==> config.mk <==
export PLATFORM = sky130hd
export DESIGN_NAME = fc_layer_sched
export DESIGN_NICKNAME = d
export VERILOG_FILES = /design/src/rtl/fc_layer_sched.sv
export SDC_FILE = /design/constraint.sdc
export NUM_CORES = 1
export LEC_CHECK = 0
export BUFFER_PORTS_ARGS = -buffer_cell sky130_fd_sc_hd__buf_2
export CAP_MARGIN = 20
export CORE_MARGIN = 1.5
export CORE_UTILIZATION = 26
export DETAILED_ROUTE_END_ITERATION = 16
export SETUP_SLACK_MARGIN = 0.05
export SYNTH_ARGS = -nofsm -noshare
export SYNTH_HDL_FRONTEND = slang
export SYNTH_SLANG_ARGS = --single-unit
==> constraint.sdc <==
create_clock -name clk -period 4.6 [get_ports clk]
set_input_delay 0.92 -clock clk [delete_from_list [all_inputs] [get_ports clk]]
set_output_delay 0.92 -clock clk [all_outputs]
set_load 0.02 [all_outputs]
==> src/rtl/fc_layer_sched.sv <==
// Fully-connected layer sequencer: walks output nodes through input chunks, bias, then write.
// Define FC_SCHED_PERF_EN to add the 16-bit busy-cycle counter output perf_cycles.
module fc_layer_sched #(
    parameter int unsigned INPUT_NODES  = 784,
    parameter int unsigned OUTPUT_NODES = 2,
    parameter int unsigned MAC_UNITS    = 16,
    parameter int unsigned PIPE_LAT     = 2,
    parameter int unsigned ADDR_W       = 7,
    localparam int unsigned ROUNDS      = INPUT_NODES / MAC_UNITS,
    localparam int unsigned RW          = (ROUNDS > 1) ? $clog2(ROUNDS) : 1,
    localparam int unsigned NW          = (OUTPUT_NODES > 1) ? $clog2(OUTPUT_NODES) : 1
) (
    input  logic              clk,
    input  logic              reset,
    input  logic              start,
    input  logic              stall,
    output logic              busy,
    output logic              done,
    output logic              pipe_en,
    output logic              issue_vld,
    output logic [RW-1:0]     in_addr,
    output logic [ADDR_W-1:0] w_addr,
    output logic              acc_en,
    output logic              acc_clr,
    output logic              bias_sel,
    output logic [NW-1:0]     node_idx,
    output logic              out_wr
`ifdef FC_SCHED_PERF_EN
    ,
    output logic [15:0]       perf_cycles
`endif
);

    typedef enum logic [2:0] {
        S_IDLE,
        S_ISSUE,
        S_DRAIN,
        S_BIAS,
        S_WRITE,
        S_DONE
    } state_t;

    state_t              state_q;
    logic [RW-1:0]       round_q;
    logic [NW-1:0]       node_q;
    logic [2:0]          drain_q;
    logic [ADDR_W-1:0]   w_addr_q;
    logic                issue_q;
    logic                busy_q;
    logic                bias_q;
    logic                wr_q;
    logic                done_q;
    logic [PIPE_LAT-1:0] vld_q;
    logic [PIPE_LAT-1:0] vld_d;
    logic [PIPE_LAT-1:0] first_q;
    logic [PIPE_LAT-1:0] first_d;
    logic                adv;

    // Stall is ignored in IDLE so a start can always be accepted.
    assign adv = !stall || (state_q == S_IDLE);

    // first_q tags the round-0 issue of each node so acc_clr lines up with its acc_en.
    always_comb begin
        vld_d      = vld_q << 1;
        vld_d[0]   = issue_q;
        first_d    = first_q << 1;
        first_d[0] = issue_q && (round_q == '0);
    end

    always_ff @(posedge clk) begin
        if (reset) begin
            state_q  <= S_IDLE;
            round_q  <= '0;
            node_q   <= '0;
            drain_q  <= '0;
            w_addr_q <= '0;
            issue_q  <= 1'b0;
            busy_q   <= 1'b0;
            bias_q   <= 1'b0;
            wr_q     <= 1'b0;
            done_q   <= 1'b0;
            vld_q    <= '0;
            first_q  <= '0;
        end else begin
            if (!stall) begin
                vld_q   <= vld_d;
                first_q <= first_d;
            end
            if (adv) begin
                case (state_q)
                    S_IDLE: begin
                        if (start) begin
                            state_q  <= S_ISSUE;
                            round_q  <= '0;
                            node_q   <= '0;
                            w_addr_q <= '0;
                            issue_q  <= 1'b1;
                            busy_q   <= 1'b1;
                        end
                    end
                    S_ISSUE: begin
                        if (round_q == RW'(ROUNDS - 1)) begin
                            state_q <= S_DRAIN;
                            issue_q <= 1'b0;
                            drain_q <= '0;
                        end else begin
                            round_q  <= round_q + 1'b1;
                            w_addr_q <= w_addr_q + 1'b1;
                        end
                    end
                    S_DRAIN: begin
                        if (drain_q == 3'(PIPE_LAT - 1)) begin
                            state_q <= S_BIAS;
                            bias_q  <= 1'b1;
                        end else begin
                            drain_q <= drain_q + 1'b1;
                        end
                    end
                    S_BIAS: begin
                        state_q <= S_WRITE;
                        bias_q  <= 1'b0;
                        wr_q    <= 1'b1;
                    end
                    S_WRITE: begin
                        wr_q <= 1'b0;
                        // Weight rows are contiguous per node, so the next node starts one past the last row.
                        if (node_q != NW'(OUTPUT_NODES - 1)) begin
                            state_q  <= S_ISSUE;
                            node_q   <= node_q + 1'b1;
                            round_q  <= '0;
                            w_addr_q <= w_addr_q + 1'b1;
                            issue_q  <= 1'b1;
                        end else begin
                            state_q <= S_DONE;
                            busy_q  <= 1'b0;
                            done_q  <= 1'b1;
                        end
                    end
                    S_DONE: begin
                        state_q <= S_IDLE;
                        done_q  <= 1'b0;
                    end
                    default: state_q <= S_IDLE;
                endcase
            end
        end
    end

    assign pipe_en   = !stall;
    assign busy      = busy_q;
    assign done      = done_q && !stall;
    assign issue_vld = issue_q && !stall;
    assign in_addr   = round_q;
    assign w_addr    = w_addr_q;
    assign acc_en    = (vld_q[PIPE_LAT-1] || bias_q) && !stall;
    assign acc_clr   = first_q[PIPE_LAT-1] && vld_q[PIPE_LAT-1] && !stall;
    assign bias_sel  = bias_q && !stall;
    assign node_idx  = node_q;
    assign out_wr    = wr_q && !stall;

`ifdef FC_SCHED_PERF_EN
    logic [15:0] perf_q;

    always_ff @(posedge clk) begin
        if (reset) begin
            perf_q <= '0;
        end else if (state_q == S_IDLE && start) begin
            perf_q <= '0;
        end else if (busy_q && perf_q != '1) begin
            perf_q <= perf_q + 1'b1;
        end
    end

    assign perf_cycles = perf_q;
`endif

endmodule

==> results of run 1 <==
[kinds of logic (layout without fill, tap and decap cells)]
kind of cell               count (synthesis)  in the layout  share of synthesized area, %
and+or+nand+nor                           77             77                          27.4
AOI/OAI and AO/OA                         58             58                          24.5
DFF                                       29             29                          35.0
buffers and inverters                     22             42                          5.95
adders and majority gates                  5              5                          3.77
muxes                                      4              4                          2.49
xor gates and xnor gates                   1              1                         0.980
[worst min-delay path, stage by stage (launching register included)]
cell and delay [ps]:
dfxtp_1 310, o21ai_0 70, a21oi_1 60
[cell type report]
class,instances,area share [%]
timing repair buffer,25,6.53
clock inverter,1,0.261
sequential,29,30.3
clock buffer,7,5.03
tap,75,4.90
inverter,9,1.76
multi-input combinational,145,51.2
[worst max-delay path by stage]
stage                from   endpoint  slack [ps]  cells after the start
floorplan           stall   bias_sel        2050                      3
global placement    stall  w_addr[3]        1980                      5
CTS                 stall    acc_clr        2000                      4
finish              stall    acc_clr        2000                      4
global route        stall    acc_clr        1910                      4
detailed placement  stall  w_addr[6]        1960                      5
[registers in the layout (all words and copies together) (netlist names)]
register / count
drain_q: 3
busy: 1
wr_q: 1
in_addr: 6
first_q: 2
bias_q: 1
issue_q: 1
w_addr: 7
state_q: 3
done_q: 1
vld_q: 2
node_idx: 1
[placed cells by master (no fill, tap or decap), types with 7 or more instances in the layout]
| master | count |
|---|---|
| clkbuf_8 | 7 |
| o21ai_0 | 11 |
| a21oi_1 | 13 |
| nor2_1 | 21 |
| nand2_1 | 10 |
| nor2b_1 | 7 |
| nand3_1 | 9 |
| buf_2 | 25 |
| dfxtp_1 | 29 |
| inv_1 | 9 |
[metal layers]
layer / share of wire [%] / wire length, um
met2: 44 / 1710
met1: 49 / 1900
met5: 0 / 0
met4: 2.1 / 83
met3: 4.4 / 170
[power groups by stage]
| stage | logic (uW) | registers [uW] | clock network (uW) |
|---|---|---|---|
| finish | 139 | 292 | 236 |
| global route | 156 | 295 | 254 |
| CTS | 139 | 292 | 245 |
| detailed placement | 138 | 297 | 0 |
| global placement | 138 | 297 | 0 |
| floorplan | 129 | 281 | 0 |
[through the flow]
stage | instances | cell area (um2)
after detailed placement | 283 | 1810
after global routing | 291 | 1920
final | 291 | 1920
after CTS | 291 | 1920
after global placement | 283 | 1810
after floorplan | 196 | 1660
==> results.toml, run 1 <==
[job]
drv_cap = 0

[sta]
finalSetupViolations = 0
fmax_mhz = 384
fin_worst_skew_ps = 6.20
rsz0062_at_grt = "false"
slew_headroom_pct = 41.9
period_minus_slack_ps = 2600
setup_tns_ps = 0
setup_ws_ps = 2000
fin_hold_ws_ps = 478
drv_slew = 0
worstMarginPinSlew_ps = 870
fin_crit_sh_pct = 56.6
hold_viol_final = 0

[power]
switching_power_uw = 216
p_total_uw = 668
vdd_ir_drop_max_v = 0.000151
power_leakage_uw = 0.000734
powerDensity_nw_per_um2 = 348
seq_power_share_pct = 43.8
sw_frac_of_total_pct = 32.3
combPwrFrac_pct = 20.8
clockPowerShare_pct = 35.4
power.internal_uw = 452

[finish]
antennaDiodeCount = 0
postLayoutCoreUtil_pct = 31.8
seq_area_um2 = 581
fillers = 660
drive_gt1_share_pct = 21.8
syn2layout_area_growth_pct = 15.4
multiInputGateArea_um2 = 981
final_net_count = 224

[clock_network]
cts_sinks = 29
clkTransAtPathRegs_ps = 60
cts_tree = "done"
cts_buffers = 5
holdBufCountCts = 0
htreeDepth = 2
post-cts-setup-buffer-count = 0
cts_resized = 0
cts_root_buffer = "clkbuf_8"
insertion_delay_ps = 280
clockBufferDepth = 2

[synth]
synthFlopType = "dfxtp_1"
ys_types = 51
yosysSeqAreaShare_pct = 35.0
synth_edf_count = 0
ys_ff_latch = 29
synth.area.top_cells = "dfxtp_1 35%, nor2_1 4.7%, a21oi_1 3.9%"
syn-cell-area_um2 = 1660
yosysMostFrequentCell = "dfxtp_1"
syn_nets = 205
synth.top_cell.area_share_pct = 35.0
syn_avg_cell_area_um2 = 8.47
yosys_warnings = 0
synthCells = 196
synth_top_area_cell = "dfxtp_1"
async_flop_share_pct = 0
netlist_top_cells_count = "29 x dfxtp_1, 21 x nor2_1, 13 x a21oi_1"

[drt]
ant_nets = 0
drt_iter0_drc = 70
vias = 1539
wl_um = 3870
routed_via_density = 5.29
wl_per_cell_um = 13.3
drc = 0
drtPass1Iterations = 4

[place]
place_ws_ps = 1960
io_buffers = 25
dp_hpwl_um = 2610
gp_congestion = 0.801

[setup_path]
worst_setup_path_end_kind = "output port"
cp_cell_sequence = "buf_2 -> inv_1 -> and3_1 -> buf_2"
crit_slowest_cell = "buf_2"
reg2reg_depth = 4
slowest_delay_ps = 310
worstSetupPathType = "in2out"
r2r_end = "w_addr[5]"
path_buf_inv = 3
required_ps = 3680
r2r-start = "state_q[1]"
reg2reg_setup_slack_ps = 2310
path_delay_family = "buffers and inverters"
cp_max_fo = 19
cp_common_cell = "buf_2"
arrival_ps = 1680
setup.worst_path.start_class = "primary input"

[grt]
grt-ovfl-total = 0
grt.total_usage_pct = 11.5
grt_use_met2_pct = 16.4
use_met3_pct = 2.98
grt_pass1_wl_um = 6550
use_met1_pct = 15.7
top_usage_layer = "met2"
antenna_found_initial = 0
grt_pass1_vias = 1361
grt_max_degree = 33

[die]
dieArea_um2 = 6870
core-area_um2 = 6030
die_x_um = 82.9
die_height_um = 82.9
rows = 28
start_util_pct = 27.6
top_level_ports = 26

[hold_path]
min_from = "issue_q"
whs_endpoint = "issue_q"
hold_class = "reg2reg"
hold_depth = 2

[run_status]
outcome = "complete, no violations"
Power figures use the tool's default switching activity.
==> run 2: changes to the inputs <==
clock period = 2.6 ns   (was 4.6 ns; I/O delays follow)
==> run 2 against run 1 <==
Critical path depth increased by 1. Critical endpoint is now in_addr[5]. Largest power group unchanged. Power rose by 90%. Sequential share of layout area is 0.58 points lower. Register-to-register slack got worse by 1800 ps. Largest cell class unchanged. Die area unchanged. Global-route usage decreased by 0.079 points. Clock skew down 2.8 ps. Cell area rose by 2.0%. Routed wire length is 3.7% higher. Setup slack got worse by 1500 ps. Via count is essentially flat. Utilization increased by 0.62 points.
==> results.toml, run 2 (synthesis results as in run 1) <==
[die]
start_util_pct = 27.6
rows = 28
dieArea_um2 = 6870
die_height_um = 82.9
core-area_um2 = 6030
top_level_ports = 26
die_x_um = 82.9

[drt]
wl_per_cell_um = 13.6
drc = 0
ant_nets = 0
drt_iter0_drc = 98
wl_um = 4010
routed_via_density = 5.24
vias = 1540
drtPass1Iterations = 4

[power]
power_leakage_uw = 0.000753
combPwrFrac_pct = 20.8
powerDensity_nw_per_um2 = 649
vdd_ir_drop_max_v = 0.000237
switching_power_uw = 384
clockPowerShare_pct = 39.0
power.internal_uw = 883
seq_power_share_pct = 40.2
sw_frac_of_total_pct = 30.3

[run_status]
outcome = "complete, no violations"

[setup_path]
setup.worst_path.start_class = "flip-flop"
arrival_ps = 2300
worstSetupPathType = "reg2reg"
crit_slowest_cell = "dfxtp_1"
cp_max_fo = 16
required_ps = 2810
slowest_delay_ps = 730
path_buf_inv = 1
reg2reg_setup_slack_ps = 520
worst_setup_path_end_kind = "flip-flop"
path_delay_family = "simple AND/OR/NAND/NOR gates"
cp_cell_sequence = "nor3b_2 -> a211oi_2 -> buf_4 -> or4_1 -> a21oi_1"

[sta]
fin_hold_ws_ps = 476
fin_crit_sh_pct = 80.2
rsz0062_at_grt = "false"
fin_worst_skew_ps = 3.38
setup_tns_ps = 0
period_minus_slack_ps = 2080
worstMarginPinSlew_ps = 784
drv_slew = 0
slew_headroom_pct = 47.7
finalSetupViolations = 0
fmax_mhz = 480
hold_viol_final = 0

[job]
drv_cap = 0

[clock_network]
cts_buffers = 5
cts_tree = "done"
cts_root_buffer = "clkbuf_8"
cts_resized = 0
holdBufCountCts = 0
post-cts-setup-buffer-count = 0
cts_sinks = 29
clockBufferDepth = 2
htreeDepth = 2
clkTransAtPathRegs_ps = 70
insertion_delay_ps = 280

[place]
io_buffers = 25
dp_hpwl_um = 2700
gp_congestion = 0.794

[grt]
antenna_found_initial = 0
grt_pass1_wl_um = 6460
grt.total_usage_pct = 11.4
grt-ovfl-total = 0
grt_max_degree = 33
grt_pass1_vias = 1367

[finish]
syn2layout_area_growth_pct = 17.6
largest_register_ff_count = 7
antennaDiodeCount = 0
final_net_count = 227
drive_gt1_share_pct = 22.4
fillers = 647
most-common-layout-cells = "29 x dfxtp_1, 25 x buf_2, 21 x nor2_1"
final_common_cell = "dfxtp_1"

[hold_path]
hold_class = "reg2reg"
## run 2: worst paths after layout
path / depth (start not counted) / from / endpoint
setup reg to reg: 5 / state_q[2] / in_addr[5]
setup / recovery: 5 / state_q[2] / in_addr[5]
hold / removal: 2 / issue_q / issue_q
hold reg to reg: 2 / issue_q / issue_q
## run 2: area by class of cell
class / instances / area [um2] / share of cell area [%]
clock buffer: 7 / 86.3 / 4.42
tap: 75 / 93.8 / 4.80
multi-input combinational: 145 / 981 / 50.2
timing repair buffer: 28 / 148 / 7.56
inverter: 9 / 33.8 / 1.73
sequential: 29 / 581 / 29.7
clock inverter: 1 / 30.0 / 1.54
## run 2: metrics by stage
| stage | power [uW] | std cells | setup slack (ps) | util, % | instance area [um2] |
|---|---|---|---|---|---|
| after CTS | 1280 | 294 | 540 | 32.4 | 1950 |
| after floorplan | 725 | 196 | 797 | - | 1660 |
| final | 1270 | 294 | 516 | 32.4 | 1950 |
| after global routing | 1330 | 294 | 395 | 32.4 | 1950 |
| after detailed placement | 782 | 286 | 560 | 30.5 | 1840 |
| after global placement | 780 | 286 | 604 | 30.5 | 1840 |
## run 2: power by group through the flow
| stage | Sequential, uW | Clock, uW | Combinational (uW) |
|---|---|---|---|
| floorplan | 496 | 0 | 229 |
| global placement | 518 | 0 | 262 |
| detailed placement | 519 | 0 | 263 |
| CTS | 509 | 504 | 265 |
| global route | 514 | 527 | 292 |
| finish | 510 | 494 | 264 |
## run 2: worst reg2reg max path, cell delays in order (launching register included)
cell and delay, ps:
dfxtp_1 730, nor3b_2 340, a211oi_2 100, buf_4 200, or4_1 510, a21oi_1 140
## run 2: per-layer routing
metal / global-route usage [%] / wire, um
met1: 15.4 / 1940
met2: 16.3 / 1760
met3: 3.38 / 235
met4: 5.76 / 66
met5: 0 / 0
==> run 3: changes to the inputs <==
clock period = 1.98 ns   (was 2.6 ns; I/O delays follow)
==> run 3 against run 2 <==
Critical path depth unchanged. Sequential share of layout area shrank 0.87 points. Routed wire length is 1.5% higher. Utilization is 0.98 points higher. Fmax up 14%. Flip-flop and latch count is the same. Non-clock buffer count grew 9. Setup slack lost 370 ps. Cell area rose by 3.0%. Via count rose by 1.8%. Critical endpoint is now drain_q[2]. Largest power group unchanged. Highest routed layer unchanged.
==> results.toml, run 3 (synthesis results as in run 1) <==
[run_status]
outcome = "complete, no violations"

[setup_path]
reg2reg_setup_slack_ps = 150
setup.worst_path.start = "state_q[1]"
worst_setup_path_end_kind = "flip-flop"
arrival_ps = 2050
worstSetupPathType = "reg2reg"
r2r-start = "state_q[1]"
required_ps = 2190
setup.worst_path.start_class = "flip-flop"
cp_max_fo = 9

[clock_network]
cts_tree = "done"
htreeDepth = 2
cts_buffers = 5
holdBufCountCts = 0
cts_sinks = 29
clkTransAtPathRegs_ps = 60
insertion_delay_ps = 280
cts_root_buffer = "clkbuf_8"
clockBufferDepth = 2

[die]
die_x_um = 82.9
die_height_um = 82.9
top_level_ports = 26
rows = 28
dieArea_um2 = 6870
core-area_um2 = 6030
start_util_pct = 27.6

[finish]
antennaDiodeCount = 0
fillers = 655
largest_register_ff_count = 7
drive_gt1_share_pct = 25.6
final_common_cell = "dfxtp_1"
most-common-layout-cells = "29 x dfxtp_1, 25 x buf_2, 21 x nor2_1"
final_net_count = 236
final-instance-count-excl-fill = 302
syn2layout_area_growth_pct = 21.2

[grt]
antenna_found_initial = 0
grt_max_degree = 18
grt_pass1_wl_um = 6920
grt-ovfl-total = 0
grt.total_usage_pct = 12.0
grt_pass1_vias = 1368

[drt]
routed_via_density = 5.19
wl_per_cell_um = 13.5
drt_iter0_drc = 69
drtPass1Iterations = 4
vias = 1567
drc = 0
ant_nets = 0
wl_um = 4070

[power]
power_leakage_uw = 0.000787
powerDensity_nw_per_um2 = 778
p_total_uw = 1560
vdd_ir_drop_max_v = 0.000434

[sta]
rsz0062_at_grt = "true"
fin_worst_skew_ps = 5.23
hold_viol_final = 0
fin_crit_sh_pct = 92.6
fmax_mhz = 545
setup_tns_ps = 0
slew_headroom_pct = 61.6
worstMarginPinSlew_ps = 574
period_minus_slack_ps = 1830
finalSetupViolations = 0
drv_slew = 0

[place]
io_buffers = 25
dp_hpwl_um = 2920
gp_congestion = 0.807
placed_cells = 294

[job]
drv_cap = 0

[hold_path]
hold_class = "in2reg"
min_from = "start"
[run 3: worst paths after layout]
path,end,cells after the start
max,drain_q[2],5
min,node_idx,4
max reg2reg,drain_q[2],5
min reg2reg,vld_q[1],2
[run 3: critical path: stages, from the launching register on]
cell	delay, ps
dfxtp_1	570
buf_4	220
or3b_2	490
o21a_1	180
a21bo_2	200
a21oi_1	100
[run 3: what timing repair did]
item                                   in CTS  in global routing
endpoints found under the hold margin       0                  0
gates resized for setup                     0                  4
buffers inserted                            0                  1
setup endpoints to repair                   0                 14
[run 3: where the power goes]
group / total [uW] / switching (uW) / internal, uW
combinational: 412 / 245 / 167
sequential: 653 / 38.6 / 614
clock: 500 / 224 / 275
total: 1560 / 508 / 1060
[run 3: metrics by stage]
step                cell area [um2]  utilization (%)  setup slack, ps  hold slack (ps)
finish                         2010             33.4              146              397
global placement               1900             31.5              118              468
floorplan                      1660                -              202              445
detailed placement             1900             31.5             99.6              477
global route                   2010             33.4             31.1              417
CTS                            1980             32.9             86.4              398
[run 3: cell type report]
type / count / area [um2] / area share (%)
timing repair buffer: 37 / 215 / 10.7
sequential: 29 / 581 / 28.9
inverter: 9 / 33.8 / 1.68
tap: 75 / 93.8 / 4.66
multi-input combinational: 145 / 1000 / 49.8
clock buffer: 7 / 86.3 / 4.29
[run 3: per-layer routing]
layer | track usage [%] | vias up | part of all wire (%)
met5 | 0 | - | 0
met4 | 3.64 | 0 | 1.4
met3 | 2.68 | 6 | 3.0
met2 | 18.5 | 27 | 46
met1 | 16.6 | 742 | 50
li1 | - | 792 | -
